<file path="config.mk">
export PLATFORM = sky130hd
export DESIGN_NAME = common_fifo_rr_wr_arbiter_flat
export DESIGN_NICKNAME = d
export VERILOG_FILES = /design/src/rtl/common_fifo_rr_wr_arbiter_if.sv /design/src/rtl/common_fifo_rr_wr_arbiter.sv /design/src/flat_wrapper.sv
export SDC_FILE = /design/constraint.sdc
export NUM_CORES = 1
export LEC_CHECK = 0
export BUFFER_PORTS_ARGS = -buffer_cell sky130_fd_sc_hd__buf_2
export CAP_MARGIN = 20
export CORE_AREA = 2 2 39 41
export DETAILED_ROUTE_END_ITERATION = 10
export DIE_AREA = 0 0 41 43
export GPL_TIMING_DRIVEN = 0
export PLACE_DENSITY = 0.44
export SLEW_MARGIN = 30
export SYNTH_ARGS = -nofsm -noshare
export SYNTH_HDL_FRONTEND = slang
export SYNTH_SLANG_ARGS = --single-unit
export TNS_END_PERCENT = 10
</file>
<file path="constraint.sdc">
create_clock -name clk -period 0.94 [get_ports clk]
set_input_delay 0.141 -clock clk [delete_from_list [all_inputs] [get_ports clk]]
set_output_delay 0.141 -clock clk [all_outputs]
set_load 0.01 [all_outputs]
</file>
<file path="src/rtl/common_fifo_rr_wr_arbiter_if.sv">
// common_fifo_rr_wr_arbiter_if: requester handshakes and FIFO write port of the round-robin write arbiter
interface common_fifo_rr_wr_arbiter_if #(
    parameter int REQ_COUNT  = 2,
    parameter int DATA_WIDTH = 1,
    parameter int ID_WIDTH   = 1
);
    logic [REQ_COUNT-1:0]            req_valid;
    logic [REQ_COUNT*DATA_WIDTH-1:0] req_data;
    logic [REQ_COUNT-1:0]            req_ready;
    logic [DATA_WIDTH-1:0]           fifo_din;
    logic                            fifo_wen;
    logic                            fifo_full;
    logic [ID_WIDTH-1:0]             out_src;
    logic                            busy;
    modport master (
        output req_valid, req_data, fifo_full,
        input  req_ready, fifo_din, fifo_wen, out_src, busy
    );
    modport slave (
        input  req_valid, req_data, fifo_full,
        output req_ready, fifo_din, fifo_wen, out_src, busy
    );
endinterface

</file>
<file path="src/rtl/common_fifo_rr_wr_arbiter.sv">
// common_fifo_rr_wr_arbiter: round-robin arbiter feeding one shifting FIFO write port through a one-entry output register
module common_fifo_rr_wr_arbiter #(
    parameter int REQ_COUNT  = 2,
    parameter int DATA_WIDTH = 1,
    parameter int ID_WIDTH   = 1
) (
    input logic                       clk,
    input logic                       reset,
    common_fifo_rr_wr_arbiter_if.slave bus
);
    logic                  out_valid_q, out_valid_d;
    logic [DATA_WIDTH-1:0] out_data_q, out_data_d, win_data;
    logic [ID_WIDTH-1:0]   out_src_q, out_src_d, rr_ptr_q, rr_ptr_d, win;
    logic [REQ_COUNT-1:0]  ready;
    logic                  any_valid, push, load_en, grant;
    always_comb begin
        any_valid = 1'b0;
        win = '0;
        // lowest valid index below the pointer is the wrap-around fallback; lowest at/above it wins
        for (int j = REQ_COUNT - 1; j >= 0; j--)
            if (bus.req_valid[j] && ID_WIDTH'(j) < rr_ptr_q) begin
                win = ID_WIDTH'(j);
                any_valid = 1'b1;
            end
        for (int j = REQ_COUNT - 1; j >= 0; j--)
            if (bus.req_valid[j] && ID_WIDTH'(j) >= rr_ptr_q) begin
                win = ID_WIDTH'(j);
                any_valid = 1'b1;
            end
        win_data = '0;
        for (int j = 0; j < REQ_COUNT; j++)
            if (win == ID_WIDTH'(j)) win_data = bus.req_data[j*DATA_WIDTH +: DATA_WIDTH];
        push = out_valid_q & ~bus.fifo_full;
        load_en = ~out_valid_q | push;
        grant = reset & load_en & any_valid;
        ready = '0;
        for (int j = 0; j < REQ_COUNT; j++) ready[j] = grant && win == ID_WIDTH'(j);
        out_valid_d = grant | (out_valid_q & ~push);
        out_data_d = grant ? win_data : out_data_q;
        out_src_d = grant ? win : out_src_q;
        rr_ptr_d = grant ? ((win == ID_WIDTH'(REQ_COUNT - 1)) ? '0 : win + ID_WIDTH'(1)) : rr_ptr_q;
    end
    always_ff @(posedge clk) begin
        if (!reset) begin
            out_valid_q <= 1'b0;
            out_data_q <= '0;
            out_src_q <= '0;
            rr_ptr_q <= '0;
        end else begin
            out_valid_q <= out_valid_d;
            out_data_q <= out_data_d;
            out_src_q <= out_src_d;
            rr_ptr_q <= rr_ptr_d;
        end
    end
    assign bus.req_ready = ready;
    assign bus.fifo_wen = out_valid_q & reset;
    assign bus.fifo_din = out_data_q;
    assign bus.out_src = out_src_q;
    assign bus.busy = out_valid_q;
endmodule
</file>
<file path="src/flat_wrapper.sv">
// flat-port wrapper written by rule: the top's interface ports become plain ports
module common_fifo_rr_wr_arbiter_flat 
#(
    parameter int REQ_COUNT  = 2,
    parameter int DATA_WIDTH = 1,
    parameter int ID_WIDTH   = 1
)
  (clk, reset, bus_req_valid, bus_req_data, bus_fifo_full, bus_req_ready, bus_fifo_din, bus_fifo_wen, bus_out_src, bus_busy);
  common_fifo_rr_wr_arbiter_if #(.REQ_COUNT(REQ_COUNT), .DATA_WIDTH(DATA_WIDTH), .ID_WIDTH(ID_WIDTH)) bus_i ();
  input logic clk;
  input logic reset;
  input wire logic [$bits(bus_i.req_valid)-1:0] bus_req_valid;
  input wire logic [$bits(bus_i.req_data)-1:0] bus_req_data;
  input wire logic [$bits(bus_i.fifo_full)-1:0] bus_fifo_full;
  output wire logic [$bits(bus_i.req_ready)-1:0] bus_req_ready;
  output wire logic [$bits(bus_i.fifo_din)-1:0] bus_fifo_din;
  output wire logic [$bits(bus_i.fifo_wen)-1:0] bus_fifo_wen;
  output wire logic [$bits(bus_i.out_src)-1:0] bus_out_src;
  output wire logic [$bits(bus_i.busy)-1:0] bus_busy;
  assign bus_i.req_valid = bus_req_valid;
  assign bus_i.req_data = bus_req_data;
  assign bus_i.fifo_full = bus_fifo_full;
  assign bus_req_ready = bus_i.req_ready;
  assign bus_fifo_din = bus_i.fifo_din;
  assign bus_fifo_wen = bus_i.fifo_wen;
  assign bus_out_src = bus_i.out_src;
  assign bus_busy = bus_i.busy;
  common_fifo_rr_wr_arbiter #(.REQ_COUNT(REQ_COUNT), .DATA_WIDTH(DATA_WIDTH), .ID_WIDTH(ID_WIDTH)) u_core (.clk(clk), .reset(reset), .bus(bus_i));
endmodule
</file>
* Word-level counts from Yosys, hierarchy flattened *
Index checks and enable logic that the tools add are counted.

word-level totals
  memories kept = 0
  output and inout bits = 6
  bits in read-only memories = 0
  RAM bits = 0
  bits of input ports = 7
  logic and storage cells = 35
  register bits = 4
  latch bits = 0

operators by class
  magnitude comparators = 4
  reduce and logical (&&, ||, !) cells = 6
  divide/modulo/power cells = 0
  bitwise operators = 11
  add/subtract/negate cells = 1
  mux-type cells = 9
  multiply operators = 0
  eq/ne operators = 0
  shifts and indexed selects = 0

operator list
  cell                 number
  $mux 1               9
  $logic_and 1x1->1    6
  $and 1x1->1          5
  $not 1->1            4
  $ge 1x1->1 const A   2
  $lt 1x1->1 const A   2
  $or 1x1->1           2
  $add 1x1->1 const B  1

* Longest topological paths before layout *
Gate-level depths: netlist (run 1).

  depth in word-level cells = 8
  depth in mapped cells = 4
  mapped depth without buffers = 4

* Worst setup path before layout (run 1) *
Ideal clock, no wire load.

  kind = reg2reg
  start point = register u_core.out_valid_q (netlist: u_core.bus.busy)
  end point = register u_core.rr_ptr_q
  clock period less this slack = 1.067 ns
  arrival = 0.951 ns
  required time = 0.824 ns
  slack = -0.127 ns
  stages on the path, launching flop included = 5
  library setup time = 0.116 ns
  path buffers = 0
  cells stage by stage = dfxtp_1 -> nand2_1 -> nand3b_4 -> or2b_1 -> and3_1

on the way
  word-level cells in the longest chain between the ends = 4
  elaborated cells on any way between the ends = 5
  those cells by class = 5 x bitwise

RTL lines
  item                                      RTL line                                                          source
  from (decl)                               common_fifo_rr_wr_arbiter.sv:11                                   logic out_valid_q, out_valid_d;
  from (signal assigned)                    common_fifo_rr_wr_arbiter.sv:50                                   out_valid_q <= out_valid_d;
  $and 1x1->1 or $not 1->1 (tied branches)  common_fifo_rr_wr_arbiter.sv:33, common_fifo_rr_wr_arbiter.sv:34
  $or 1x1->1 *                              common_fifo_rr_wr_arbiter.sv:34                                   load_en = ~out_valid_q | push;
  $and 1x1->1 * (2 in a row)                common_fifo_rr_wr_arbiter.sv:35                                   grant = reset & load_en & any_valid;
  to (signal assigned)                      common_fifo_rr_wr_arbiter.sv:53                                   rr_ptr_q <= rr_ptr_d;
  to (decl)                                 common_fifo_rr_wr_arbiter.sv:13                                   logic [ID_WIDTH-1:0] out_src_q, out_src_d, rr_ptr_q, rr_ptr_d, win;

Every way passes the cells marked *; elsewhere a longest branch is shown, timed or not.
A chain may end at the register's enable or synchronous reset.

* Worst setup path after layout (run 1) *
  start point = register u_core.out_valid_q (netlist: u_core.bus.busy)
  end point = output port bus_req_ready[1]

on the way
  word-level cells in the longest chain between the ends = 5
  elaborated cells on any way between the ends = 6
  those cells by class = 5 x bitwise; 1 x reduce/logical

RTL lines
  item                                      RTL line                                                          source
  $and 1x1->1 or $not 1->1 (tied branches)  common_fifo_rr_wr_arbiter.sv:33, common_fifo_rr_wr_arbiter.sv:34
  $or 1x1->1 *                              common_fifo_rr_wr_arbiter.sv:34
  $and 1x1->1 * (2 in a row)                common_fifo_rr_wr_arbiter.sv:35
  $logic_and 1x1->1 *                       common_fifo_rr_wr_arbiter.sv:37                                   for (int j = 0; j < REQ_COUNT; j++) ready[j] = grant && win == ID_WIDTH'(j);
  to (decl)                                 flat_wrapper.sv:15                                                output wire logic [$bits(bus_i.req_ready)-1:0] bus_req_ready;

Marks and branches as above.

==> impl_metrics.csv, run 1 <==
group,metric,value,unit
outcome,status,"finished with violations",
outcome,violations,"setup timing",
final_layout,area_delta_synth_final,72.4,%
sta,hold_viol,0,
run,drv_cap,0,
placed_design,post-place-ws,-114,ps
clocking,clk_pin_slew,40,ps
power_and_ir_drop,leakagePower,0.183,nW
die,core_area,0.00138,mm2
die,rows,14,
clocking,cts_max_level,1,
grt,grt.total_usage,5.72,%
sta,fin_skew,3.49,ps
grt,grt_pass1_wl,655,um
power_and_ir_drop,p_seq_share,37.7,%
synthesis,yosysTopAreaCellShare,41.0,%
sta,fmax,0.774,GHz
detailed_routing,via_per_inst,3.76,
critical_path,cp_data_arrival_time,1150,ps
placed_design,dp_hpwl,320,um
synthesis,ys_seq_area_share,41.0,%
synthesis,synth_cells,21,
sta,tightest_slew,126,ps
synthesis,syn_area,195,um2
die,start_util,14.1,%
power_and_ir_drop,sw_frac_of_total,24.3,%
synthesis,synth_top_cell_by_area,"dfxtp_1",
grt,grt_pass1_vias,181,
critical_path,r2r_slack,-110,ps
sta,final-setup-viol-count,5,
die,die_y,43,um
synthesis,syn_nets,28,
detailed_routing,drtIter0Drc,0,
critical_path,critPathKind,"reg2out",
synthesis,synthFlopType,"dfxtp_1",
placed_design,place.gp.congestion,0.633,
sta,rsz0062_at_grt,"yes",
critical_path,critPathCapture,"bus_req_ready[1]",
final_layout,final_util,24.3,%
critical_path,cp.required,800,ps
sta,slew_viol_final,0,
synthesis,async_flop_share,0,%
power_and_ir_drop,pwr-share-clk,42.2,%
die,dieArea,0.00176,mm2
critical_path,startpoint,"u_core.bus.busy$_SDFF_PN0_",
clocking,cts.path.max_buffers,2,
grt,grt-ovfl-total,0,
synthesis,syn_area_per_cell,9.29,um2
sta,fin_ws,-352,ps
critical_path,worst_setup_path_end_kind,"primary output",
grt,grt_max_degree,7,
final_layout,layout.nets,48,
synthesis,yosysMostFrequentCell,"dfxtp_1",
power_and_ir_drop,net-switching-power,124,uW
die,chipWidth,41,um
clocking,clk_latency,240,ps
critical_path,reg2reg_from,"u_core.bus.busy$_SDFF_PN0_",
sta,fin_crit_sh,137,%
critical_path,r2r_cells,4,
clocking,cts.sinks,4,
synthesis,synthTopCellsByArea,"dfxtp_1, nand3b_4, mux2i_1",
synthesis,yosysUniqueCellTypes,16,
placed_design,port_buffers,12,
clocking,numCtsBuffers,3,
hold_path,hold_class,"in2reg",
detailed_routing,ant_nets,0,
critical_path,critical_path.max_fanout,5,
critical_path,r2r_end,"u_core.rr_ptr_q$_SDFFE_PN0P_",
detailed_routing,routed_wl,443,um
power_and_ir_drop,p_comb_share,20.1,%
clocking,root_buffer,"clkbuf_4",
detailed_routing,vias,207,
clocking,ctsHoldBuffers,0,
sta,min_period,1290,ps
clocking,tritoncts,"done",
sta,slew_headroom,91.3,%
final_layout,antennaDiodeCount,0,
detailed_routing,drt-wirelength-per-cell,8.05,um
synthesis,yosys_warnings,0,
detailed_routing,first_pass_iters,1,
power_and_ir_drop,irDropWorstVdd,0.620,mV
synthesis,synth_commonest_cells,"dfxtp_1, inv_1, nand2_1",
die,pin_count,13,
synthesis,synth_edf_count,0,
detailed_routing,drc,0,
grt,antenna_found_initial,0,
synthesis,ys_ff_latch,4,
power_and_ir_drop,power_density,1510,mW/mm2
final_layout,drive_above_1_share,64.1,%
power_and_ir_drop,intPower,385,uW
critical_path,critPathLaunchType,"flop",
## flip-flops by register name (all words and copies together) (netlist names)
signal               count
u_core.bus.out_src       1
u_core.bus.fifo_din      1
u_core.bus.busy          1
u_core.rr_ptr_q          1
## cells in the final DEF (no fill, tap or decap)
| cell | n |
|---|---|
| mux2i_1 | 1 |
| nand2_1 | 1 |
| o21ai_1 | 1 |
| a21boi_0 | 1 |
| or2b_1 | 1 |
| nor2_2 | 1 |
| o21ai_2 | 1 |
| and2b_1 | 1 |
| inv_2 | 1 |
| clkbuf_4 | 3 |
| and3_1 | 1 |
| and2_1 | 1 |
| buf_2 | 11 |
| nand3b_4 | 1 |
| nand3_1 | 1 |
| a21boi_1 | 1 |
| inv_1 | 1 |
| dfxtp_1 | 3 |
| buf_4 | 3 |
| or2_4 | 1 |
| buf_6 | 1 |
| nand2_2 | 1 |
| dfxtp_2 | 1 |
## kinds of logic after synthesis
group | share of synthesized area, %
AO/OA/AOI/OAI | 12.8
flip-flops | 41.0
AND/OR/NAND/NOR | 37.2
buffers and inverters | 3.85
multiplexers | 5.13
## what timing repair did
| action | 4_1_cts | 5_1_grt |
|---|---|---|
| resized for setup | 0 | 5 |
| gates cloned | 0 | 0 |
| setup buffers | 0 | 3 |
| pin swaps | 1 | 3 |
| endpoints found under the setup margin | 6 | 6 |
## through the flow
| step | total power, mW | cells | setup TNS (ps) | cell area (um2) | hold WS (ps) |
|---|---|---|---|---|---|
| global placement | 0.279 | 49 | -235 | 279 | 434 |
| global route | 0.544 | 55 | -1080 | 337 | 220 |
| floorplan | 0.240 | 21 | -65.2 | 199 | 280 |
| CTS | 0.501 | 52 | -787 | 302 | 193 |
| detailed placement | 0.277 | 49 | -219 | 279 | 437 |
| finish | 0.508 | 55 | -754 | 337 | 175 |
## cell type report
class / count / area, um2
inverters: 2 / 7.51
fillers: 167 / 1050
repair buffers: 15 / 88.8
well taps: 16 / 20.0
multi-input cells: 15 / 116
clock buffers: 3 / 22.5
flip-flops and latches: 4 / 81.3
## layer usage
metal	global-route usage, %	part of all wire [%]	wire length (um)
met5	0	0	0
met4	0	0	0
met3	6.28	21	92
met2	7.19	37	162
met1	7.07	42	188
## worst min-delay path by stage
stage                               start                                to  slack (ps)  cells after the start
after detailed placement  bus_req_data[1]  u_core.bus.fifo_din$_SDFFE_PN0P_         440                      3
after global routing                reset        u_core.bus.busy$_SDFF_PN0_         220                      2
after CTS                 bus_req_data[1]  u_core.bus.fifo_din$_SDFFE_PN0P_         190                      3
final                     bus_req_data[1]  u_core.bus.fifo_din$_SDFFE_PN0P_         170                      3
after global placement    bus_req_data[1]  u_core.bus.fifo_din$_SDFFE_PN0P_         430                      3
after floorplan                     reset  u_core.bus.fifo_din$_SDFFE_PN0P_         280                      2
## critical path: stages (launching register included)
cell      delay [ps]
dfxtp_2          320
nand2_2           90
nand3b_4         100
or2_4            270
inv_2             50
buf_6             90
## power groups by stage
stage               logic [mW]  registers (mW)  clock network (mW)
floorplan               0.0417           0.198                   0
global placement        0.0849           0.194                   0
detailed placement      0.0838           0.194                   0
CTS                     0.0845           0.191               0.226
global route             0.115           0.194               0.235
finish                   0.102           0.192               0.215
Note: power is estimated with default switching activity, not from simulation.
==> inputs of run 2 (changes only) <==
--- a/config.mk
+++ b/config.mk
@@ -12,2 +12,3 @@
 export DIE_AREA = 0 0 41 43
+export GPL_ROUTABILITY_DRIVEN = 0
 export GPL_TIMING_DRIVEN = 0
==> constraint.sdc (replaced) <==
create_clock -name clk -period 0.94 [get_ports clk]
set_input_delay 0.094 -clock clk [delete_from_list [all_inputs] [get_ports clk]]
set_output_delay 0.094 -clock clk [all_outputs]
set_load 0.01 [all_outputs]
==> impl_metrics.csv, run 2 (same netlist as run 1, synthesis figures left out) <==
group,metric,value,unit
outcome,status,"finished with violations",
outcome,violations,"setup timing",
placed_design,dp_hpwl,320,um
power_and_ir_drop,p_comb_share,20.1,%
grt,antenna_found_initial,0,
clocking,root_buffer,"clkbuf_4",
critical_path,critPathLaunchType,"flop",
power_and_ir_drop,net-switching-power,124,uW
detailed_routing,wl_met3,92,um
final_layout,design_area,337,um2
die,start_util,14.1,%
die,pin_count,13,
sta,slew_headroom,91.3,%
critical_path,cp.required,850,ps
detailed_routing,first_pass_iters,1,
hold_path,hold_class,"in2reg",
power_and_ir_drop,power_density,1510,mW/mm2
sta,slew_viol_final,0,
power_and_ir_drop,irDropWorstVdd,0.620,mV
critical_path,critPathKind,"reg2out",
critical_path,worst_setup_path_end_kind,"primary output",
detailed_routing,drt-wirelength-per-cell,8.11,um
sta,fin_ws,-305,ps
die,core_area,0.00138,mm2
grt,grt_pass1_vias,179,
power_and_ir_drop,leakagePower,0.183,nW
critical_path,crit_slowest_cell,"dfxtp_2",
final_layout,final_util,24.3,%
sta,tightest_slew,126,ps
clocking,cts.path.max_buffers,2,
final_layout,layout_common_cells,"buf_2, clkbuf_4, buf_4, dfxtp_1",
clocking,clk_pin_slew,40,ps
sta,rsz0062_at_grt,"yes",
critical_path,reg2reg_from,"u_core.bus.busy$_SDFF_PN0_",
placed_design,placed_area,279,um2
detailed_routing,ant_nets,0,
sta,final-setup-viol-count,4,
grt,grt_max_degree,7,
detailed_routing,top_layer,"met3",
detailed_routing,routed-wl-met2,163,um
detailed_routing,drtIter0Drc,0,
sta,fin_skew,3.49,ps
die,rows,14,
die,dieArea,0.00176,mm2
clocking,numCtsBuffers,3,
die,chipWidth,41,um
power_and_ir_drop,intPower,385,uW
sta,fin_crit_sh,132,%
final_layout,area_delta_synth_final,72.4,%
critical_path,max_stage_delay,320,ps
detailed_routing,drc,0,
grt,grt_pass1_wl,655,um
critical_path,r2r_slack,-110,ps
critical_path,cp_data_arrival_time,1150,ps
critical_path,worstPathCellList,"nand2_2, nand3b_4, or2_4, inv_2, buf_6",
power_and_ir_drop,p_seq_share,37.7,%
critical_path,critical_path.max_fanout,5,
grt,grt-ovfl-total,0,
critical_path,startpoint,"u_core.bus.busy$_SDFF_PN0_",
placed_design,post-place-ws,-85.1,ps
hold_path,hold_start,"bus_req_data[1]",
final_layout,layout.nets,48,
clocking,cts.sinks,4,
detailed_routing,wl_met1,189,um
run,drv_cap,0,
critical_path,r2r_end,"u_core.rr_ptr_q$_SDFFE_PN0P_",
final_layout,antennaDiodeCount,0,
power_and_ir_drop,pwr-share-clk,42.2,%
placed_design,port_buffers,12,
placed_design,dp.cells,49,
detailed_routing,routed_wl,446,um
hold_path,hold_path_depth,3,
critical_path,r2r_cells,4,
detailed_routing,vias,207,
final_layout,drive_above_1_share,64.1,%
power_and_ir_drop,sw_frac_of_total,24.3,%
sta,min_period,1240,ps
die,die_y,43,um
final_layout,finalNonFillerCells,55,
sta,fmax,0.803,GHz
clocking,cts_max_level,1,
grt,grt.total_usage,5.72,%
hold_path,min_to,"u_core.bus.fifo_din$_SDFFE_PN0P_",
final_layout,final_common_cell,"buf_2",
clocking,clk_latency,240,ps
detailed_routing,via_per_inst,3.76,
clocking,tritoncts,"done",
sta,hold_viol,0,
## run 2: cell counts in the layout (fill, tap and decap cells not counted)
Identical to the previous run, type by type.
## run 2: what timing repair did
item | 4_1_cts | 5_1_grt
pin swaps | 0 | 3
buffers inserted | 0 | 3
endpoints found under the hold margin | 0 | 0
endpoints found under the setup margin | 5 | 6
resized for setup | 0 | 5
hold buffers | 0 | 0
## run 2: power groups by stage
stage	clock network, mW	registers (mW)	logic (mW)
2_1_floorplan	0	0.198	0.0417
3_3_place_gp	0	0.194	0.0849
3_5_place_dp	0	0.194	0.0838
4_1_cts	0.226	0.191	0.0846
5_1_grt	0.235	0.194	0.115
6_report	0.215	0.192	0.102
## run 2: critical path, delay by kind of cell, from the launching register on
kind                   cells  cell delay (ps)
and+or+nand+nor            3              460
DFF                        1              320
buffers and inverters      2              140
## run 2: worst max-delay path by stage
stage,slack [ps],endpoint,cells past startpoint
detailed placement,-90,u_core.rr_ptr_q$_SDFFE_PN0P_,4
CTS,-330,bus_req_ready[1],5
floorplan,-50,u_core.rr_ptr_q$_SDFFE_PN0P_,4
global placement,-90,u_core.rr_ptr_q$_SDFFE_PN0P_,4
finish,-300,bus_req_ready[1],5
global route,-360,bus_req_ready[1],5
## run 2: stage by stage
stage	setup TNS [ps]	total power, mW	hold WS [ps]
6_report	-648	0.508	128
5_1_grt	-962	0.544	173
4_1_cts	-677	0.501	146
3_5_place_dp	-152	0.277	390
3_3_place_gp	-162	0.279	387
2_1_floorplan	-51.2	0.240	233
## run 2: routing by layer
metal / up-vias / track usage (%)
met5: - / 0
met4: 0 / 0
li1: 106 / -
met3: 0 / 6.28
met1: 87 / 7.07
met2: 14 / 7.19
## run 2: layout make-up
cell class | instances | area [um2]
Fill cell | 167 | 1050
Multi-Input combinational cell | 15 | 116
Timing Repair Buffer | 15 | 88.8
Sequential cell | 4 | 81.3
Clock buffer | 3 | 22.5
Tap cell | 16 | 20.0
Inverter | 2 | 7.51
